## src/rtl/rv_ctrl_pkg.sv

```systemverilog
// Shared encodings for the multi-cycle RV32I controller: opcodes, FSM states,
// datapath select encodings and the ALU-op class passed to the ALU decoder.
package rv_ctrl_pkg;

  localparam logic [6:0] OP_LW   = 7'b0000011;
  localparam logic [6:0] OP_SW   = 7'b0100011;
  localparam logic [6:0] OP_R    = 7'b0110011;
  localparam logic [6:0] OP_B    = 7'b1100011;
  localparam logic [6:0] OP_I    = 7'b0010011;
  localparam logic [6:0] OP_JALR = 7'b1100111;
  localparam logic [6:0] OP_JAL  = 7'b1101111;
  localparam logic [6:0] OP_LUI  = 7'b0110111;

  typedef enum logic [3:0] {
    S_FETCH    = 4'd0,
    S_DECODE   = 4'd1,
    S_MEM_ADR  = 4'd2,
    S_MEM_RD   = 4'd3,
    S_MEM_WB   = 4'd4,
    S_MEM_WR   = 4'd5,
    S_EXEC_R   = 4'd6,
    S_EXEC_I   = 4'd7,
    S_LUI      = 4'd8,
    S_ALU_WB   = 4'd9,
    S_BRANCH   = 4'd10,
    S_JALR_ADR = 4'd11,
    S_JAL      = 4'd12,
    S_HALT     = 4'd13,
    S_ERROR    = 4'd14
  } state_e;

  typedef enum logic [1:0] {
    ALUOP_ADD  = 2'd0,
    ALUOP_SUB  = 2'd1,
    ALUOP_FUNC = 2'd2,
    ALUOP_LUI  = 2'd3
  } alu_op_e;

  localparam logic [2:0] ALU_ADD   = 3'b000;
  localparam logic [2:0] ALU_SUB   = 3'b001;
  localparam logic [2:0] ALU_AND   = 3'b010;
  localparam logic [2:0] ALU_OR    = 3'b011;
  localparam logic [2:0] ALU_PASSB = 3'b100;
  localparam logic [2:0] ALU_SLT   = 3'b101;
  localparam logic [2:0] ALU_XOR   = 3'b111;

  localparam logic [2:0] IMM_I = 3'b000;
  localparam logic [2:0] IMM_S = 3'b001;
  localparam logic [2:0] IMM_B = 3'b010;
  localparam logic [2:0] IMM_J = 3'b011;
  localparam logic [2:0] IMM_U = 3'b100;

  localparam logic [1:0] RES_ALUOUT    = 2'b00;
  localparam logic [1:0] RES_DATA      = 2'b01;
  localparam logic [1:0] RES_ALURESULT = 2'b10;

  localparam logic [1:0] SRCA_PC    = 2'b00;
  localparam logic [1:0] SRCA_OLDPC = 2'b01;
  localparam logic [1:0] SRCA_A     = 2'b10;

  localparam logic [1:0] SRCB_B    = 2'b00;
  localparam logic [1:0] SRCB_IMM  = 2'b01;
  localparam logic [1:0] SRCB_FOUR = 2'b10;

  // Immediate format follows the opcode alone, independent of FSM state.
  function automatic logic [2:0] imm_src_decode(input logic [6:0] op);
    logic [2:0] imm;
    case (op)
      OP_SW:   imm = IMM_S;
      OP_B:    imm = IMM_B;
      OP_JAL:  imm = IMM_J;
      OP_LUI:  imm = IMM_U;
      default: imm = IMM_I;
    endcase
    return imm;
  endfunction

endpackage

```

## src/rtl/alu_decoder.sv

```systemverilog
// Combinational ALU control decode from the FSM's ALU-op class and the
// instruction function fields.
module alu_decoder
  import rv_ctrl_pkg::*;
(
  input  alu_op_e    alu_op,
  input  logic [6:0] op,
  input  logic [2:0] func3,
  input  logic [6:0] func7,
  output logic [2:0] alu_control
);

  logic is_sub_s;

  // func7 only distinguishes sub from add for register-register ops.
  always_comb begin
    is_sub_s    = (op == OP_R) && (func7 == 7'b0100000);
    alu_control = ALU_ADD;
    case (alu_op)
      ALUOP_ADD: alu_control = ALU_ADD;
      ALUOP_SUB: alu_control = ALU_SUB;
      ALUOP_LUI: alu_control = ALU_PASSB;
      ALUOP_FUNC: begin
        case (func3)
          3'b000:  alu_control = is_sub_s ? ALU_SUB : ALU_ADD;
          3'b111:  alu_control = ALU_AND;
          3'b110:  alu_control = ALU_OR;
          3'b100:  alu_control = ALU_XOR;
          3'b010:  alu_control = ALU_SLT;
          default: alu_control = ALU_ADD;
        endcase
      end
      default: alu_control = ALU_ADD;
    endcase
  end

endmodule

```

## src/rtl/controller_mc.sv

```systemverilog
// Multi-cycle RV32I Moore controller with req/ready memory handshake,
// access timeout fault and retired-instruction counter.
module controller_mc
  import rv_ctrl_pkg::*;
#(
  parameter int unsigned TIMEOUT = 16,
  parameter int unsigned CNT_W   = 32
) (
  input  logic             clk,
  input  logic             rst,
  input  logic [6:0]       op,
  input  logic [2:0]       func3,
  input  logic [6:0]       func7,
  input  logic             Zero,
  input  logic             lt,
  input  logic             mem_ready,
  output logic             mem_req,
  output logic             MemWrite,
  output logic             AdrSrc,
  output logic             IRWrite,
  output logic             PCWrite,
  output logic             RegWrite,
  output logic [1:0]       ResultSrc,
  output logic [1:0]       ALUSrcA,
  output logic [1:0]       ALUSrcB,
  output logic [2:0]       ALUControl,
  output logic [2:0]       ImmSrc,
  output logic             done,
  output logic             err,
  output logic [CNT_W-1:0] instret
);

  localparam int TW = (TIMEOUT < 2) ? 1 : $clog2(TIMEOUT + 1);
  localparam logic [TW-1:0] CNT_LIMIT = TW'(TIMEOUT - 1);

  state_e          state_q, state_d;
  logic [TW-1:0]   cnt_q, cnt_d;
  logic [CNT_W-1:0] instret_q, instret_d;

  logic       mem_req_s, mem_write_s, adr_src_s, ir_write_s, pc_write_s, reg_write_s;
  logic [1:0] result_src_s, src_a_s, src_b_s;
  logic [2:0] alu_control_s;
  logic       done_s, err_s, at_limit_s, taken_s;
  alu_op_e    alu_op_s;

  alu_decoder u_alu_decoder (
    .alu_op      (alu_op_s),
    .op          (op),
    .func3       (func3),
    .func7       (func7),
    .alu_control (alu_control_s)
  );

  // State, timeout counter and retired count registers.
  always_ff @(posedge clk or negedge rst) begin
    if (!rst) begin
      state_q   <= S_FETCH;
      cnt_q     <= '0;
      instret_q <= '0;
    end else begin
      state_q   <= state_d;
      cnt_q     <= cnt_d;
      instret_q <= instret_d;
    end
  end

  // Branch condition from func3 and ALU flags.
  always_comb begin
    case (func3)
      3'b000:  taken_s = Zero;
      3'b001:  taken_s = ~Zero;
      3'b100:  taken_s = lt;
      3'b101:  taken_s = ~lt;
      default: taken_s = 1'b0;
    endcase
  end

  // Next-state and Moore outputs.
  always_comb begin
    state_d      = state_q;
    mem_req_s    = 1'b0;
    mem_write_s  = 1'b0;
    adr_src_s    = 1'b0;
    ir_write_s   = 1'b0;
    pc_write_s   = 1'b0;
    reg_write_s  = 1'b0;
    result_src_s = RES_ALUOUT;
    src_a_s      = SRCA_PC;
    src_b_s      = SRCB_B;
    alu_op_s     = ALUOP_ADD;
    done_s       = 1'b0;
    err_s        = 1'b0;
    at_limit_s   = (cnt_q == CNT_LIMIT);
    case (state_q)
      S_FETCH: begin
        mem_req_s    = 1'b1;
        src_b_s      = SRCB_FOUR;
        result_src_s = RES_ALURESULT;
        ir_write_s   = mem_ready;
        pc_write_s   = mem_ready;
        if (mem_ready)       state_d = S_DECODE;
        else if (at_limit_s) state_d = S_ERROR;
        else                 state_d = S_FETCH;
      end
      S_DECODE: begin
        src_a_s = SRCA_OLDPC;
        src_b_s = SRCB_IMM;
        case (op)
          OP_LW, OP_SW: state_d = S_MEM_ADR;
          OP_R:         state_d = S_EXEC_R;
          OP_I:         state_d = S_EXEC_I;
          OP_B:         state_d = S_BRANCH;
          OP_JAL:       state_d = S_JAL;
          OP_JALR:      state_d = S_JALR_ADR;
          OP_LUI:       state_d = S_LUI;
          default:      state_d = S_HALT;
        endcase
      end
      S_MEM_ADR: begin
        src_a_s = SRCA_A;
        src_b_s = SRCB_IMM;
        state_d = (op == OP_SW) ? S_MEM_WR : S_MEM_RD;
      end
      S_MEM_RD: begin
        mem_req_s = 1'b1;
        adr_src_s = 1'b1;
        if (mem_ready)       state_d = S_MEM_WB;
        else if (at_limit_s) state_d = S_ERROR;
        else                 state_d = S_MEM_RD;
      end
      S_MEM_WB: begin
        result_src_s = RES_DATA;
        reg_write_s  = 1'b1;
        state_d      = S_FETCH;
      end
      S_MEM_WR: begin
        mem_req_s   = 1'b1;
        mem_write_s = 1'b1;
        adr_src_s   = 1'b1;
        if (mem_ready)       state_d = S_FETCH;
        else if (at_limit_s) state_d = S_ERROR;
        else                 state_d = S_MEM_WR;
      end
      S_EXEC_R: begin
        src_a_s  = SRCA_A;
        src_b_s  = SRCB_B;
        alu_op_s = ALUOP_FUNC;
        state_d  = S_ALU_WB;
      end
      S_EXEC_I: begin
        src_a_s  = SRCA_A;
        src_b_s  = SRCB_IMM;
        alu_op_s = ALUOP_FUNC;
        state_d  = S_ALU_WB;
      end
      S_LUI: begin
        src_b_s  = SRCB_IMM;
        alu_op_s = ALUOP_LUI;
        state_d  = S_ALU_WB;
      end
      S_ALU_WB: begin
        reg_write_s = 1'b1;
        state_d     = S_FETCH;
      end
      S_BRANCH: begin
        src_a_s    = SRCA_A;
        src_b_s    = SRCB_B;
        alu_op_s   = ALUOP_SUB;
        pc_write_s = taken_s;
        state_d    = S_FETCH;
      end
      S_JALR_ADR: begin
        src_a_s = SRCA_A;
        src_b_s = SRCB_IMM;
        state_d = S_JAL;
      end
      S_JAL: begin
        // ALUOut holds the target; OldPC+4 is computed for the link write.
        src_a_s    = SRCA_OLDPC;
        src_b_s    = SRCB_FOUR;
        pc_write_s = 1'b1;
        state_d    = S_ALU_WB;
      end
      S_HALT: begin
        done_s  = 1'b1;
        state_d = S_HALT;
      end
      S_ERROR: begin
        err_s   = 1'b1;
        state_d = S_ERROR;
      end
      default: begin
        state_d = S_FETCH;
      end
    endcase
  end

  // Timeout counter restarts on every state change and counts stalled requests.
  always_comb begin
    if (state_d != state_q)           cnt_d = '0;
    else if (mem_req_s && !mem_ready) cnt_d = cnt_q + TW'(1);
    else                              cnt_d = cnt_q;
  end

  // Retire on any return to FETCH; HALT/ERROR never return without reset.
  always_comb begin
    if (state_d == S_FETCH && state_q != S_FETCH) instret_d = instret_q + CNT_W'(1);
    else                                          instret_d = instret_q;
  end

  // Reset forces outputs low combinationally so a pending request drops at once.
  always_comb begin
    ImmSrc  = imm_src_decode(op);
    instret = instret_q;
    if (!rst) begin
      mem_req    = 1'b0;
      MemWrite   = 1'b0;
      AdrSrc     = 1'b0;
      IRWrite    = 1'b0;
      PCWrite    = 1'b0;
      RegWrite   = 1'b0;
      ResultSrc  = 2'b00;
      ALUSrcA    = 2'b00;
      ALUSrcB    = 2'b00;
      ALUControl = 3'b000;
      done       = 1'b0;
      err        = 1'b0;
    end else begin
      mem_req    = mem_req_s;
      MemWrite   = mem_write_s;
      AdrSrc     = adr_src_s;
      IRWrite    = ir_write_s;
      PCWrite    = pc_write_s;
      RegWrite   = reg_write_s;
      ResultSrc  = result_src_s;
      ALUSrcA    = src_a_s;
      ALUSrcB    = src_b_s;
      ALUControl = alu_control_s;
      done       = done_s;
      err        = err_s;
    end
  end

endmodule

```

## config.mk

```make
export PLATFORM = sky130hd
export DESIGN_NAME = controller_mc
export DESIGN_NICKNAME = d
export VERILOG_FILES = /design/src/rtl/rv_ctrl_pkg.sv /design/src/rtl/alu_decoder.sv /design/src/rtl/controller_mc.sv
export SDC_FILE = /design/constraint.sdc
export NUM_CORES = 1
export LEC_CHECK = 0
export ABC_CLOCK_PERIOD_IN_PS = 3800
export BUFFER_PORTS_ARGS = -buffer_cell sky130_fd_sc_hd__buf_2
export CAP_MARGIN = 10
export CORE_ASPECT_RATIO = 1.25
export CORE_MARGIN = 3
export CORE_UTILIZATION = 30
export DETAILED_ROUTE_END_ITERATION = 8
export SYNTH_ARGS = -nofsm -noshare
export SYNTH_HDL_FRONTEND = slang
export SYNTH_SLANG_ARGS = --single-unit
```

## constraint.sdc

```tcl
create_clock -name clk -period 3.8 [get_ports clk]
set_input_delay 0.38 -clock clk [delete_from_list [all_inputs] [get_ports clk]]
set_output_delay 0.38 -clock clk [all_outputs]
set_load 0.02 [all_outputs]
```

==> metrics.csv <==
metric;value;unit
CTS tree;built;
Setup Fix Bufs, Post-CTS;0;
Yosys warning count;0;
CP endpoint kind;flop;
Final Cell Area;3500;um^2
DRC;0;
worst vdd ir;272;uV
largest net degree at the start of global routing;32;
Tmin final;2790;ps
clock tree sinks;41;
grt total ovfl;0;
CTS buffer count;5;
sw frac;44.4;%
chip width;94.5;um
Sequential Power Share;31.1;%
fin crit share;73.5;%
setup TNS;0;ps
H-tree levels;2;
startpoint types;flop;
Post-CTS Hold Fix Bufs;0;
initial antenna violation count;0;
layout cell share with drive strength beyond 1;24.2;%
data required time of the worst path;3960;ps
Clock power frac;21.2;%
FP Rows;39;
# resized after CTS;0;
Detailed Routing Iterations Pass 1;4;
Root Buffer;clkbuf_16;
Routed WL per cell;14.5;um
number of global-route vias before repair;2638;
WHS;23.8;ps
Slew headroom;54.1;%
Via Count;2721;
Internal;1.06;mW
Total Nets Final;420;
first-pass GRT wire length;12.8;mm
Clk Latency, worst-skew pair;280;ps
post-synth net total;354;
unrepaired setup endpoints after global routing;no;
Max Slew Vio Count;0;
port bufs;73;
register area share after synthesis;34.9;%
maxcap violations;0;
Total Routing Usage GR;14.0;%
# setup viols final;0;
Crit Path Max Fanout;31;
Post-DP Area;3360;um^2
number of diodes;0;
crit path kind;flop to flop;
clk slew on worst S/H paths;60;ps
r2r setup slk;1010;ps
IO Count;74;
HPWL after detailed placement;5.60;mm
Clock Tree Buf Depth;2;
status;complete, no violations;
Initial Util;31.5;%
Cell Area, Synth;2940;um^2
Most used DFF post-synth;dfrtp_1;
library cells used by synthesis;57;
GP Congestion;0.855;
Worst Tran Pin Value;688;ps
1st-iter DRT viols;119;
P&R area growth vs syn;19.2;%
PwrDens;545;nW/um^2
Final Hold Viols;0;
die area;11000;um^2
Routed WL;7.50;mm
asr flop ratio synth;100;%
combinational power share;47.6;%
die height;117;um
worst hold path class;input pin to async pin;
flops & latches, synth;41;
sw power;847;uW
Mapped Cells;329;
crit path DAT;2960;ps
EDFF count, synth;0;
Clock Skew;3.74;ps
Core Box Area;9320;um^2
Mean Syn Cell Area;8.93;um^2
fmax;0.358;GHz
Final ANT Viol Nets;0;
Pwr Total;1.91;mW
static leakage;1.57;nW
Via density;5.24;
==> layout by cell type (no fill, tap or decap), types with 2 or more instances in the layout <==
cell type,instances
buf_2,73
dfrtp_1,41
xnor2_1,35
nand3_1,28
nor2_1,24
nand2_1,18
nand4_1,17
and3_1,16
nor3_1,15
and2_1,10
nand2b_1,9
a21oi_1,9
o21ai_0,8
nor2b_1,7
inv_1,6
a211oi_1,5
clkbuf_16,5
buf_4,5
xor2_1,4
a32oi_1,3
nand3b_1,3
mux2i_1,3
and4_1,3
ha_1,3
and3b_1,2
or2_1,2
o32ai_1,2
a22o_1,2
o211ai_1,2
nor4_1,2
nor4bb_1,2
a31oi_1,2
a22oi_1,2
o31ai_1,2
o221ai_2,2
clkinv_2,2
==> final cells by class <==
cell class | instances | area, um^2
clock buffers | 6 | 129
clock inverters | 2 | 10.0
fillers | 971 | 5820
inverters | 7 | 26.3
multi-input cells | 262 | 1750
flip-flops and latches | 41 | 1030
well taps | 123 | 154
repair buffers | 78 | 403
==> kinds of logic after synthesis <==
kind of cell | share of synthesized area, %
compound gates | 14.0
xor+xnor | 11.6
fa+ha+maj | 1.28
buf+inv | 5.50
flops | 34.9
mux | 1.53
simple gates | 31.1
==> state kept, by name (all words and copies together) (netlist names) <==
| signal | count |
|---|---|
| instret | 32 |
| state_q | 4 |
| cnt_q | 5 |
==> critical path: stages (launching register included) <==
cell	delay [ps]
dfrtp_1	380
ha_1	190
and3_1	160
ha_1	220
nor2b_1	360
o21ai_0	150
o31ai_1	380
a221oi_4	100
buf_4	260
nand2_1	160
mux2_4	300
==> worst paths after layout <==
path / startpoint / depth (start not counted) / end
hold / removal: rst / 1 / instret[8]$_DFFE_PN0P_
setup reg to reg: cnt_q[0]$_DFFE_PN0P_ / 10 / instret[1]$_DFFE_PN0P_
hold reg to reg: instret[31]$_DFFE_PN0P_ / 1 / instret[31]$_DFFE_PN0P_
setup / recovery: cnt_q[0]$_DFFE_PN0P_ / 10 / instret[1]$_DFFE_PN0P_
max in group asynchronous: rst / 2 / instret[27]$_DFFE_PN0P_
min in group clk: instret[31]$_DFFE_PN0P_ / 1 / instret[31]$_DFFE_PN0P_
==> power by group through the flow <==
| stage | clock network [mW] | registers, mW | logic, mW |
|---|---|---|---|
| 2_1_floorplan | 0 | 0.572 | 0.781 |
| 3_3_place_gp | 0 | 0.596 | 0.904 |
| 3_5_place_dp | 0 | 0.600 | 0.908 |
| 4_1_cts | 0.413 | 0.591 | 0.912 |
| 5_1_grt | 0.433 | 0.608 | 1.00 |
| 6_report | 0.405 | 0.594 | 0.909 |
==> cells in the mapped netlist, types with 2 or more instances <==
library cell	n	area share [%]
nand2b_1	9	1.9
a32oi_1	3	0.89
buf_2	6	1.0
nor3_1	15	2.6
nand3b_1	3	0.77
and3_1	16	3.4
ha_1	3	1.3
buf_4	3	0.77
a21oi_1	9	1.5
nand3_1	28	4.8
o221ai_2	2	1.0
o31ai_1	2	0.51
inv_1	6	0.77
nor2_1	25	3.2
dfrtp_1	41	35
a211oi_1	5	1.3
a31oi_1	2	0.43
and4_1	3	0.89
mux2i_1	3	1.0
xnor2_1	35	10
o21ai_0	8	1.4
a22o_1	2	0.60
and3b_1	2	0.60
and2_1	10	2.1
clkbuf_1	3	0.38
nand2_1	18	2.3
nand4_1	17	3.6
o32ai_1	2	0.60
nor4bb_1	2	0.68
or2_1	2	0.43
a22oi_1	2	0.51
buf_6	6	2.3
nor4_1	2	0.43
xor2_1	4	1.2
nor2b_1	7	1.5
o211ai_1	2	0.51
==> metrics by stage <==
step           setup WS [ps]  utilization, %  std cells
3_5_place_dp            1010            36.1        511
6_report                1010            37.5        519
3_3_place_gp            1100            36.1        511
4_1_cts                 1010            37.5        519
2_1_floorplan           1450               -        329
5_1_grt                  848            37.5        519
==> per-layer routing <==
layer	up-vias	part of all wire (%)	track usage (%)	wire length, um
li1	1331	-	-	-
met1	1292	44	19.3	3340
met2	86	48	22.9	3630
met3	12	5.5	2.00	415
met4	0	1.5	4.33	116
met5	-	0	0	0
No activity file was read; power rests on OpenSTA's default activity.
